==> src/rtl/shift_ctrl_pkg.sv <==
// Shared definitions for the shift serializer controller: state encoding
// and serial direction constants.
package shift_ctrl_pkg;

    // Controller state encoding (2 bits).
    localparam logic [1:0] IDLE   = 2'd0;
    localparam logic [1:0] LOADED = 2'd1;
    localparam logic [1:0] SHIFT  = 2'd2;
    localparam logic [1:0] DONE   = 2'd3;

    // Serial bit order selected per word.
    localparam logic DIR_LSB_FIRST = 1'b0;
    localparam logic DIR_MSB_FIRST = 1'b1;

    typedef enum logic [1:0] {
        ST_IDLE   = IDLE,
        ST_LOADED = LOADED,
        ST_SHIFT  = SHIFT,
        ST_DONE   = DONE
    } state_e;

endpackage

==> src/rtl/shift_dir_reg.sv <==
// Loadable WIDTH-bit shift register; shifts left or right by one with a
// zero fill. Load has priority over shift so the controller can also use
// it to clear the register.
module shift_dir_reg
    import shift_ctrl_pkg::*;
#(
    parameter int WIDTH = 8
) (
    input  logic             clk,
    input  logic             reset_n,
    input  logic             load,
    input  logic             shift_en,
    input  logic             dir,
    input  logic [WIDTH-1:0] d,
    output logic [WIDTH-1:0] q
);

    logic [WIDTH-1:0] reg_q;

    // Register update: load, else shift toward the emitted end, else hold.
    always_ff @(posedge clk or negedge reset_n) begin
        if (!reset_n) begin
            reg_q <= '0;
        end else if (load) begin
            reg_q <= d;
        end else if (shift_en) begin
            if (dir == DIR_MSB_FIRST) begin
                reg_q <= {reg_q[WIDTH-2:0], 1'b0};
            end else begin
                reg_q <= {1'b0, reg_q[WIDTH-1:1]};
            end
        end
    end

    assign q = reg_q;

endmodule

==> src/rtl/shift_serializer_ctrl.sv <==
// Parallel-to-serial controller: accepts one word per valid/ready handshake,
// spends one cycle loading it, then emits one bit per accepted serial beat
// in the per-word selected order, and pulses done after the last bit.
module shift_serializer_ctrl
    import shift_ctrl_pkg::*;
#(
    parameter  int WIDTH = 8,
    localparam int CNT_W = $clog2(WIDTH)
) (
    input  logic             clk,
    input  logic             reset_n,
    input  logic             in_valid,
    output logic             in_ready,
    input  logic [WIDTH-1:0] in_data,
    input  logic             in_msb_first,
    input  logic             abort,
    output logic             ser_out,
    output logic             ser_valid,
    input  logic             ser_ready,
    output logic             ser_last,
    output logic             busy,
    output logic             done
);

    localparam logic [CNT_W-1:0] LAST_CNT = CNT_W'(WIDTH - 1);

    state_e           state_q, state_d;
    logic [CNT_W-1:0] count_q, count_d;
    logic             dir_q, dir_d;
    logic             load;
    logic             shift_en;
    logic [WIDTH-1:0] load_data;
    logic [WIDTH-1:0] shreg_q;
    logic             is_last;

    assign is_last = (count_q == LAST_CNT);

    shift_dir_reg #(.WIDTH(WIDTH)) u_shreg (
        .clk      (clk),
        .reset_n  (reset_n),
        .load     (load),
        .shift_en (shift_en),
        .dir      (dir_q),
        .d        (load_data),
        .q        (shreg_q)
    );

    // State, bit counter and latched direction.
    always_ff @(posedge clk or negedge reset_n) begin
        if (!reset_n) begin
            state_q <= ST_IDLE;
            count_q <= '0;
            dir_q   <= DIR_LSB_FIRST;
        end else begin
            state_q <= state_d;
            count_q <= count_d;
            dir_q   <= dir_d;
        end
    end

    // Next-state, register control and handshake outputs.
    always_comb begin
        state_d   = state_q;
        count_d   = count_q;
        dir_d     = dir_q;
        load      = 1'b0;
        shift_en  = 1'b0;
        load_data = in_data;
        in_ready  = 1'b0;
        ser_valid = 1'b0;
        ser_out   = 1'b0;
        ser_last  = 1'b0;
        busy      = 1'b0;
        done      = 1'b0;

        case (state_q)
            ST_IDLE: begin
                // abort is meaningless here, so a coincident word is still taken
                in_ready = 1'b1;
                if (in_valid) begin
                    load    = 1'b1;
                    dir_d   = in_msb_first;
                    count_d = '0;
                    state_d = ST_LOADED;
                end
            end
            ST_LOADED: begin
                busy = 1'b1;
                if (abort) begin
                    load      = 1'b1;
                    load_data = '0;
                    count_d   = '0;
                    state_d   = ST_IDLE;
                end else begin
                    state_d = ST_SHIFT;
                end
            end
            ST_SHIFT: begin
                busy      = 1'b1;
                ser_valid = 1'b1;
                ser_out   = (dir_q == DIR_MSB_FIRST) ? shreg_q[WIDTH-1] : shreg_q[0];
                ser_last  = is_last;
                if (abort) begin
                    // abort beats a final accepted beat: no done pulse
                    load      = 1'b1;
                    load_data = '0;
                    count_d   = '0;
                    state_d   = ST_IDLE;
                end else if (ser_ready) begin
                    shift_en = 1'b1;
                    if (is_last) begin
                        count_d = '0;
                        state_d = ST_DONE;
                    end else begin
                        count_d = count_q + CNT_W'(1);
                    end
                end
            end
            ST_DONE: begin
                done    = 1'b1;
                state_d = ST_IDLE;
            end
            default: begin
                state_d = ST_IDLE;
            end
        endcase
    end

endmodule

==> config.mk <==
export PLATFORM = sky130hd
export DESIGN_NAME = shift_serializer_ctrl
export DESIGN_NICKNAME = d
export VERILOG_FILES = /design/src/rtl/shift_ctrl_pkg.sv /design/src/rtl/shift_dir_reg.sv /design/src/rtl/shift_serializer_ctrl.sv
export SDC_FILE = /design/constraint.sdc
export NUM_CORES = 1
export LEC_CHECK = 0
export ABC_AREA = 1
export BUFFER_PORTS_ARGS = -buffer_cell sky130_fd_sc_hd__buf_2
export CAP_MARGIN = 5
export CORE_ASPECT_RATIO = 1.1
export CORE_UTILIZATION = 53
export CTS_CLUSTER_SIZE = 24
export DETAILED_ROUTE_END_ITERATION = 16
export GPL_TIMING_DRIVEN = 0
export HOLD_SLACK_MARGIN = 0.12
export PLACE_DENSITY = 0.79
export SETUP_SLACK_MARGIN = 0.05
export SLEW_MARGIN = 20
export SYNTH_ARGS = -nofsm -noshare
export SYNTH_HDL_FRONTEND = slang
export SYNTH_SLANG_ARGS = --single-unit
==> constraint.sdc <==
create_clock -name clk -period 2.02 [get_ports clk]
set_clock_uncertainty 0.1 [all_clocks]
set_input_delay 0.202 -clock clk [delete_from_list [all_inputs] [get_ports clk]]
set_output_delay 0.202 -clock clk [all_outputs]
set_load 0.02 [all_outputs]
# Yosys cells after proc, flatten, opt, wreduce, memory -nomap -nowiden
# Index checks and enable logic that the tools add are counted.
dict set report totals {
  ff_bits 14
  latchBits 0
  ramBits 0
  romBits 0
  inputBits 14
  output_inout_bits 6
  word_cells 50
  memories 0
}
dict set report op_classes {
  add_sub_neg 1
  multipliers 0
  n_div 0
  n_lt_le_gt_ge 0
  n_eq_ne 8
  n_shift 0
  mux 30
  bitwise 0
  reduce_logical 7
}
# operator n
set op_table {}
lappend op_table {{2-to-1 mux 8 bit} 5}
lappend op_table {{2-to-1 mux 3 bit} 5}
lappend op_table {{2-to-1 mux 1 bit} 12}
lappend op_table {{2-to-1 mux 2 bit} 5}
lappend op_table {{case mux 3 bit (3 select lines)} 1}
lappend op_table {{case mux 2 bit (4 select lines)} 1}
lappend op_table {{!= test 3 bit (second input constant)} 2}
lappend op_table {{== test 2 bit (second input constant)} 2}
lappend op_table {{!= test 2 bit (second input constant)} 2}
lappend op_table {{AND reduction 4 bit} 1}
lappend op_table {{adder 3 x 1 -> 3 bit (second input constant)} 1}
lappend op_table {{== test 3 bit (second input constant)} 1}
lappend op_table {{AND reduction 3 bit} 1}
lappend op_table {{nonzero test 3 bit} 1}
lappend op_table {{== test 2 x 1 -> 1 bit (second input constant)} 1}
lappend op_table {{zero test 2 bit} 1}
lappend op_table {{case mux 1 bit (2 select lines)} 1}
lappend op_table {{AND reduction 2 bit} 1}
lappend op_table {{nonzero test 2 bit} 1}
lappend op_table {{OR reduction 2 bit} 1}

# Logic depth before layout (Yosys ltp)
# Gate-level depths: netlist (run 1).
dict set report logic_depth {
  word_depth 5
  ltp_mapped 8
  mapped_depth_nobuf 8
}

# Hierarchy
# From an unflattened synthesis (run 1), not the netlist that was laid out.
dict set report hier_totals {
  hier_cells 155
  area_unflattened_um2 1024.7
}
# module instances cells_per_inst area_each_um2 seq_area_each_um2
set by_module_without_submodules {}
lappend by_module_without_submodules {shift_serializer_ctrl 1 82 536.8 150.1}
lappend by_module_without_submodules {shift_dir_reg 1 73 488.0 200.2}

# Worst setup path after synthesis (run 1)
# No wires, ideal clock.
dict set report synth_path {
  kind {register -> output}
  startpoint {register state_q[0]}
  endpoint {output ser_out}
  arrival_ns 1.317
  required_time_ns 1.718
  slack_ns 0.401
  stages_incl_launch_ff 5
  path_buffers 0
  path_cell_list {dfrtp_1 inv_1 ha_1 o21ai_0 nor2_1}
}
dict set report synth_via {
  elab_chain_len 2
}
# element line
set synth_lines {}
lappend synth_lines {{start: declaration} shift_serializer_ctrl.sv:27} ;# state_e state_q, state_d;
lappend synth_lines {{start signal: assignment} shift_serializer_ctrl.sv:55} ;# state_q <= state_d;
lappend synth_lines {{== test 2 bit} shift_serializer_ctrl.sv:76} ;# case (state_q)
lappend synth_lines {{2-to-1 mux 1 bit} shift_serializer_ctrl.sv:76}
lappend synth_lines {{end: declaration} shift_serializer_ctrl.sv:17} ;# output logic ser_out,
# Every way passes these cells.

# Worst setup path after layout (run 1)
# Ends and elaborated chain as after synthesis.

==> results of run 1 <==
-- cells in the mapped netlist (2+ instances only) --
cell	n
buf_6	2
clkinv_1	2
dfrtp_1	14
ha_1	7
inv_1	13
nand2_1	39
nand2_4	2
nand3_1	26
nand3_2	3
nand4_1	8
nor2_1	11
o21ai_0	4
-- worst max-delay path, stage by stage, from the launching register on --
cell	delay, ps
dfrtp_1	430
inv_1	130
ha_2	290
o21ai_0	110
nor2_1	110
buf_2	170
-- what timing repair did --
action / CTS / global route
endpoints found under the setup margin: 0 / 1
gates resized for setup: 0 / 1
endpoints found under the hold margin: 23 / 0
hold buffers: 10 / 0
-- through the flow --
| stage | area [sq um] | hold WS, ps | util, % |
|---|---|---|---|
| finish | 1250 | 258 | 70.7 |
| floorplan | 990 | -194 | - |
| detailed placement | 1110 | 23.0 | 62.9 |
| CTS | 1240 | 243 | 70.6 |
| global route | 1250 | 274 | 70.7 |
| global placement | 1110 | 18.1 | 62.9 |
-- area by class of cell --
cell class	count	area [sq um]
multi-input cells	103	551
fillers	152	515
flip-flops and latches	14	350
repair buffers	29	195
inverters	16	61.3
clock buffers	4	36.3
plain buffers	3	30.0
well taps	18	22.5
-- layer usage --
layer / vias up / wire length [um] / global-route usage, %
li1: 512 / - / -
met1: 476 / 1010 / 32.0
met2: 22 / 1220 / 46.3
met3: 2 / 68 / 3.46
met4: 0 / 9 / 8.48
met5: - / 0 / 0
-- final timing paths --
check / startpoint / to / slack [ps] / cells after the start
max in group asynchronous: reset_n / count_q[0]$_DFFE_PN0P_ / 1310 / 2
worst min register to register: count_q[2]$_DFFE_PN0P_ / count_q[2]$_DFFE_PN0P_ / 400 / 2
worst max-delay path: state_q[0]$_DFFE_PN0P_ / ser_out / 200 / 5
worst max register to register: state_q[0]$_DFFE_PN0P_ / u_shreg.q[0]$_DFFE_PN0P_ / 330 / 8
min in group clk: in_valid / state_q[1]$_DFFE_PN0P_ / 260 / 5
worst min-delay path: reset_n / dir_q$_DFFE_PN0P_ / 260 / 2
-- power by group through the flow --
stage | clock network [W] | logic [W] | registers, W
detailed placement | 0 | 0.000885 | 0.000453
floorplan | 0 | 0.000691 | 0.000431
global placement | 0 | 0.000859 | 0.000447
global route | 0.000223 | 0.00102 | 0.000459
CTS | 0.000213 | 0.000903 | 0.000447
finish | 0.000204 | 0.000907 | 0.000448
-- flip-flops by register name (all words and copies together), names as in the netlist --
name	count
count_q	3
dir_q	1
u_shreg.q	8
state_q	2
-- cells by family (layout without fill, tap and decap cells) --
logic type	after synthesis	in the layout
fa+ha+maj	7	7
simple gates	90	90
compound gates	6	6
buf+inv	19	52
flops	14	14
==> flow_metrics.tcl, run 1 <==
set metrics [dict create \
    synth_enable_flop_cells 0 \
    total_power_w 0.00156 \
    p_clk_share_pct 13.1 \
    power_leakage_nw 0.683 \
    critPathMaxFanout 9 \
    timing.max_cap.violations 0 \
    yosysSeqAreaShare_pct 35.4 \
    drc 0 \
    die_x_um 43.2 \
    yosysTopAreaCell "dfrtp_1" \
    mappedNetlistArea_sq_um 990 \
    detail_route.wirelength_mm 2.31 \
    power.ir.vdd_worst_uv 1100 \
    dp.cells 173 \
    p_sw_share_pct 48.6 \
    starting_density_of_the_core_pct 56.2 \
    worst_skew_late_latency_ps 280 \
    design.die.area_sq_um 2040 \
    timing.hold.worst.class "in -> async" \
    power.combinational.fraction_pct 58.2 \
    maximum_number_of_pins_on_one_net_before_global_route_repair 15 \
    synthArstFlopShare_pct 100 \
    cts_tree "yes" \
    cts-root-to-sink-buffers 2 \
    place.gp.congestion 0.811 \
    setup_violations_final 0 \
    final_net_count 191 \
    antenna_cells_inserted 0 \
    min_period_ps 1820 \
    synth.area.top_cells "dfrtp_1, nand2_1, nand3_1" \
    most_common_cell_after_layout_fill_and_taps_aside "nand2_1" \
    synth_cells 136 \
    grt_antenna_before_repair 0 \
    power.share.sequential_pct 28.8 \
    clkTransAtPathRegs_ps 90 \
    synthToLayoutAreaGrowth_pct 25.9 \
    numCtsBuffers 3 \
    synth_top_area_share_pct 35.4 \
    drive_above_1_share_pct 20.7 \
    p_per_area_nw_per_um2 1250 \
    setup.worst_path.start_class "flip-flop" \
    grt_first_pass_wirelength_mm 3.94 \
    grt_pass1_vias 909 \
    synth_cell_type_count 17 \
    avgViaCountPerCell 5.41 \
    routed_wire_length_per_instance_um 12.4 \
    preCtsSetupSlack_ps 376 \
    setup_cp_type "reg -> out" \
    worst-slew-pin-transition_ps 336 \
    p_int_w 0.000801 \
    critical_path_arrival_ps 1520 \
    layoutNonFillerInstCount 187 \
    yosys.area_share.simple_pct 43.1 \
    globalRouteTotalUtil_pct 25.7 \
    h-tree-depth 1 \
    ys_seq_elements 14 \
    fmax_ghz 0.549 \
    setup.worst_path.end_class "output pin" \
    pin_count 20 \
    postCtsSetupBuffers 0 \
    post_synth_mux_area_share_pct 0 \
    synth_xor_area_share_pct 0 \
    initialDrtViolationCount 29 \
    antenna_violating_nets_post_route 0 \
    rows 16 \
    syn-num-nets 157 \
    setup_slack_ps 199 \
    synth-main-ff-cell "dfrtp_1" \
    ctsRootBufferMaster "clkbuf_4" \
    synth_top_family_by_area "simple AND/OR/NAND/NOR gates" \
    cts_num_sinks 14 \
    synth.avg_cell_area_sq_um 7.28 \
    status "completed" \
    place.port_buffers 19 \
    ys_warn_count 0 \
    dr.pass1.iters 5 \
    required_ps 1720 \
    design.core.area_sq_um 1760 \
    maxSlewViolCount 0 \
    most-common-layout-cells "nand2_1, nand3_1, buf_2" \
    vias 1012 \
    grt_remaining_overflow 0 \
    grt_setup_unrepaired "no" \
    fp.dieH_um 47.3 \
    dp_hpwl_mm 1.66 \
    timing_hold_violations_final 0 \
    p_switching_w 0.000758 \
    post_synth_fa_ha_maj_area_fraction_pct 8.85 \
    synth-compound-area-share_pct 3.41 \
    totalNegativeSetupSlack_ps 0 \
    period_share_pct 90.1 \
    maxSlewHeadroom_pct 77.6 \
]
(Power assumes the default switching activity.)
==> run 2: changes to the inputs <==
--- a/config.mk
+++ b/config.mk
@@ -6,15 +6,15 @@
 export NUM_CORES = 1
 export LEC_CHECK = 0
 export ABC_AREA = 1
-export BUFFER_PORTS_ARGS = -buffer_cell sky130_fd_sc_hd__buf_2
 export CAP_MARGIN = 5
 export CORE_ASPECT_RATIO = 1.1
-export CORE_UTILIZATION = 53
+export CORE_UTILIZATION = 55
 export CTS_CLUSTER_SIZE = 24
 export DETAILED_ROUTE_END_ITERATION = 16
+export DONT_BUFFER_PORTS = 1
 export GPL_TIMING_DRIVEN = 0
 export HOLD_SLACK_MARGIN = 0.12
-export PLACE_DENSITY = 0.79
+export PLACE_DENSITY = 0.72
 export SETUP_SLACK_MARGIN = 0.05
 export SLEW_MARGIN = 20
 export SYNTH_ARGS = -nofsm -noshare
==> flow_metrics.tcl, run 2 (same netlist as run 1, synthesis figures left out) <==
set metrics [dict create \
    clkTransAtPathRegs_ps 90 \
    setup_violations_final 0 \
    antenna_cells_inserted 0 \
    number_of_flip_flops_under_the_largest_register_name 8 \
    power.ir.vdd_worst_uv 1010 \
    worst-slew-pin-transition_ps 683 \
    synthToLayoutAreaGrowth_pct 18.5 \
    r2r_cells 8 \
    rows 15 \
    die_x_um 42.4 \
    design.core.area_sq_um 1630 \
    grt_remaining_overflow 0 \
    p_clk_share_pct 13.4 \
    pin_count 20 \
    drive_above_1_share_pct 11.3 \
    drc 0 \
    most_common_cell_after_layout_fill_and_taps_aside "nand2_1" \
    h-tree-depth 1 \
    totalNegativeSetupSlack_ps 0 \
    dr.pass1.iters 4 \
    min_delay_worst_endpoint "state_q[1]$_DFFE_PN0P_" \
    grt_pass1_vias 938 \
    rr_endpoint "u_shreg.q[0]$_DFFE_PN0P_" \
    maxSlewHeadroom_pct 54.3 \
    place.port_buffers 0 \
    antenna_violating_nets_post_route 0 \
    p_per_area_nw_per_um2 1310 \
    p_switching_w 0.000758 \
    routed_wire_length_per_instance_um 13.7 \
    area_taken_by_flip_flops_and_latches_sq_um 350 \
    layoutNonFillerInstCount 168 \
    setup_cp_type "reg -> reg" \
    most-common-layout-cells "nand2_1, nand3_1, dfrtp_1" \
    fp.dieH_um 46.5 \
    power.combinational.fraction_pct 57.3 \
    critical_path_arrival_ps 1930 \
    final_net_count 173 \
    numCtsBuffers 3 \
    worst_skew_late_latency_ps 280 \
    vias 937 \
    avgViaCountPerCell 5.58 \
    globalRouteTotalUtil_pct 25.2 \
    setup.reg_to_reg.worst_slack_ps 160 \
    period_share_pct 92.2 \
    postCtsSetupBuffers 0 \
    dp.cells 153 \
    cts-root-to-sink-buffers 2 \
    timing.hold.worst.class "in -> reg" \
    cts_tree "yes" \
    ctsRootBufferMaster "clkbuf_4" \
    setup_slack_ps 158 \
    setup.worst_path.start_class "flip-flop" \
    cts_num_sinks 14 \
    fmax_ghz 0.537 \
    detail_route.wirelength_mm 2.31 \
    fill_cells 136 \
    final_core_util_pct 71.8 \
    maxSlewViolCount 0 \
    whs_path_depth 5 \
    required_ps 2090 \
    place.gp.congestion 0.846 \
    timing.hold.worst.start "abort" \
    preCtsSetupSlack_ps 232 \
    grt_setup_unrepaired "no" \
    status "completed" \
    min_period_ps 1860 \
    design.die.area_sq_um 1970 \
    p_int_w 0.000778 \
    maximum_number_of_pins_on_one_net_before_global_route_repair 15 \
    setup.worst_path.end_class "flip-flop" \
    critPathMaxFanout 10 \
    p_sw_share_pct 49.4 \
    total_power_w 0.00154 \
    power.share.sequential_pct 29.3 \
    timing.max_cap.violations 0 \
    grt_antenna_before_repair 0 \
    starting_density_of_the_core_pct 60.6 \
    grt_first_pass_wirelength_mm 3.69 \
    power_leakage_nw 0.607 \
    timing.rr.start "state_q[1]$_DFFE_PN0P_" \
    multiInputGateArea_sq_um 563 \
    initialDrtViolationCount 17 \
    timing_hold_violations_final 0 \
    dp_hpwl_mm 1.61 \
]
-- run 2: how the worst max path moves through the flow --
stage	start	end	slack [ps]	depth (start not counted)
2_1_floorplan	state_q[0]$_DFFE_PN0P_	ser_out	400	4
3_3_place_gp	state_q[0]$_DFFE_PN0P_	ser_out	250	4
3_5_place_dp	state_q[0]$_DFFE_PN0P_	u_shreg.q[0]$_DFFE_PN0P_	230	8
4_1_cts	state_q[0]$_DFFE_PN0P_	ser_out	80	4
5_1_grt	state_q[1]$_DFFE_PN0P_	u_shreg.q[3]$_DFFE_PN0P_	60	8
6_report	state_q[1]$_DFFE_PN0P_	u_shreg.q[0]$_DFFE_PN0P_	160	8
-- run 2: routing by layer --
metal | global-route usage [%] | vias to the layer above | routed length [um]
met1 | 26.1 | 439 | 956
met3 | 2.35 | 4 | 80
met4 | 11.9 | 0 | 23
met5 | 0 | - | 0
li1 | - | 476 | -
met2 | 51.1 | 18 | 1250
-- run 2: power groups by stage --
stage	clock network (W)	registers, W	logic [W]
after global placement	0	0.000446	0.000817
after global routing	0.000212	0.000462	0.000971
after detailed placement	0	0.000448	0.000830
after CTS	0.000207	0.000443	0.000860
final	0.000206	0.000450	0.000880
after floorplan	0	0.000431	0.000691
-- run 2: cell type report --
class                      count  share of cell area [%]
multi-input combinational    103                    48.0
sequential                    14                    29.9
timing repair buffer          11                    9.39
inverter                      16                    5.23
clock buffer                   4                    3.09
buffer                         3                    2.56
tap                           17                    1.81
-- run 2: worst max-delay path, stage by stage (launching register included) --
cell	delay, ps
dfrtp_1	450
inv_1	110
ha_1	460
nand2_4	140
nand2_2	100
nand2_4	80
buf_6	150
nand3_1	80
nand3_1	80
-- run 2: per-stage QoR --
step / hold WS, ps / instance area (sq um)
after global routing: 183 / 1170
after CTS: 133 / 1160
after floorplan: -194 / 990
after detailed placement: -193 / 1010
after global placement: -193 / 1010
final: 125 / 1170
-- run 2: what timing repair did --
| item | in CTS | in global routing |
|---|---|---|
| setup endpoints to repair | 1 | 1 |
| resized for setup | 1 | 2 |
| hold endpoints to repair | 23 | 0 |
| hold buffers | 11 | 0 |
==> run 3: changes to the inputs <==
--- a/config.mk
+++ b/config.mk
@@ -8,13 +8,13 @@
 export ABC_AREA = 1
 export CAP_MARGIN = 5
 export CORE_ASPECT_RATIO = 1.1
-export CORE_UTILIZATION = 55
+export CORE_UTILIZATION = 38
 export CTS_CLUSTER_SIZE = 24
 export DETAILED_ROUTE_END_ITERATION = 16
 export DONT_BUFFER_PORTS = 1
 export GPL_TIMING_DRIVEN = 0
 export HOLD_SLACK_MARGIN = 0.12
-export PLACE_DENSITY = 0.72
+export PLACE_DENSITY = 0.56
 export SETUP_SLACK_MARGIN = 0.05
 export SLEW_MARGIN = 20
 export SYNTH_ARGS = -nofsm -noshare
==> flow_metrics.tcl, run 3 (same netlist as run 1, synthesis figures left out) <==
set metrics [dict create \
    status "completed" \
    cts_tree "yes" \
    timing.hold.worst.class "in -> reg" \
    number_of_flip_flops_under_the_largest_register_name 8 \
    maxSlewViolCount 0 \
    preCtsSetupSlack_ps 216 \
    most-common-layout-cells "nand2_1, nand3_1, dfrtp_1" \
    worst_skew_late_latency_ps 280 \
    totalNegativeSetupSlack_ps 0 \
    min_period_ps 1860 \
    globalRouteTotalUtil_pct 19.7 \
    setup_slack_ps 163 \
    critical_path.cell_chain "inv_1 -> ha_1 -> nand2_4 -> nand2_2 -> nand2_4 -> buf_6 -> nand2_1 -> nand3_1" \
    p_per_area_nw_per_um2 1290 \
    grt_pass1_vias 895 \
    fill_cells 263 \
    multiInputGateArea_sq_um 563 \
    required_ps 2090 \
    antenna_cells_inserted 0 \
    cts-root-to-sink-buffers 2 \
    timing_hold_violations_final 0 \
    setup_cp_type "reg -> reg" \
    setup.worst_path.start_class "flip-flop" \
    grt_setup_unrepaired "no" \
    timing.critical_path.mode_cell "nand2_4" \
    final_net_count 173 \
    place.port_buffers 0 \
    most_common_cell_after_layout_fill_and_taps_aside "nand2_1" \
    synthToLayoutAreaGrowth_pct 20.2 \
    power_leakage_nw 0.607 \
    rows 19 \
    area_taken_by_flip_flops_and_latches_sq_um 350 \
    initialDrtViolationCount 21 \
    cp_slowest_cell "ha_1" \
    critPathMaxFanout 10 \
    detail_route.wirelength_mm 2.36 \
    grt_remaining_overflow 0 \
    worst-slew-pin-transition_ps 703 \
    design.core.area_sq_um 2470 \
    critical_path_arrival_ps 1930 \
    fmax_ghz 0.539 \
    postCtsSetupBuffers 0 \
    place.gp.congestion 0.793 \
    die_x_um 50.7 \
    h-tree-depth 1 \
    fp.dieH_um 55.5 \
    setup_violations_final 0 \
    critical_path_max_stage_delay_ps 470 \
    antenna_violating_nets_post_route 0 \
    dp_hpwl_mm 1.72 \
    ctsRootBufferMaster "clkbuf_4" \
    period_share_pct 91.9 \
    grt_antenna_before_repair 0 \
    power.ir.vdd_worst_uv 875 \
    routed_wire_length_per_instance_um 13.0 \
    clkTransAtPathRegs_ps 90 \
    vias 909 \
    total_power_w 0.00154 \
    grt_first_pass_wirelength_mm 4.12 \
    drc 0 \
    cts_num_sinks 14 \
    drive_above_1_share_pct 11.3 \
    dr.pass1.iters 4 \
    maxSlewHeadroom_pct 53.0 \
    setup.worst_path.end_class "flip-flop" \
    maximum_number_of_pins_on_one_net_before_global_route_repair 15 \
    timing.max_cap.violations 0 \
    pin_count 20 \
    numCtsBuffers 3 \
    avgViaCountPerCell 4.99 \
    design.die.area_sq_um 2810 \
    starting_density_of_the_core_pct 40.0 \
]
-- run 3: metal layers --
metal	track usage (%)	share of wire, %
met5	0	0
met4	9.13	0.72
met3	3.58	2.5
met2	34.5	53
met1	22.6	44
-- run 3: report_power, final --
part | leakage, nW | internal [W] | switching [W]
Clock | 0.0210 | 0.000110 | 0.0000952
Sequential | 0.185 | 0.000371 | 0.0000794
Combinational | 0.402 | 0.000297 | 0.000583
-- run 3: timing repair --
action	in CTS	in global routing
endpoints found under the setup margin	1	1
hold endpoints to repair	24	0
resized for setup	1	2
hold buffers	11	0
-- run 3: through the flow --
| step | hold slack, ps | cells | area, sq um | util, % |
|---|---|---|---|---|
| floorplan | -194 | 136 | 990 | - |
| global placement | -193 | 167 | 1030 | 41.6 |
| detailed placement | -193 | 167 | 1030 | 41.6 |
| CTS | 137 | 182 | 1180 | 47.6 |
| global route | 171 | 182 | 1190 | 48.1 |
| finish | 146 | 182 | 1190 | 48.1 |
-- run 3: final cells by class --
cell class                      count  share of cell area, %
Timing Repair Buffer               11                   9.25
Buffer                              3                   2.52
Sequential cell                    14                   29.4
Tap cell                           31                   3.26
Clock buffer                        4                   3.05
Inverter                           16                   5.15
Multi-Input combinational cell    103                   47.3
-- run 3: final timing paths --
| check | cells past startpoint | slack (ps) | from | end |
|---|---|---|---|---|
| max reg2reg | 8 | 160 | state_q[0]$_DFFE_PN0P_ | u_shreg.q[0]$_DFFE_PN0P_ |
| max in group asynchronous | 1 | 1070 | reset_n | u_shreg.q[3]$_DFFE_PN0P_ |
| max | 8 | 160 | state_q[0]$_DFFE_PN0P_ | u_shreg.q[0]$_DFFE_PN0P_ |
| min in group asynchronous | 1 | 300 | reset_n | u_shreg.q[7]$_DFFE_PN0P_ |
| min reg2reg | 2 | 390 | count_q[1]$_DFFE_PN0P_ | count_q[1]$_DFFE_PN0P_ |
| min | 4 | 150 | abort | state_q[0]$_DFFE_PN0P_ |
-- run 3: worst max-delay path, delay by kind of cell, from the launching register on --
kind,cells,cell delay (ps)
DFF,1,410
adders and majority gates,1,470
buffers and inverters,2,270
and+or+nand+nor,5,490
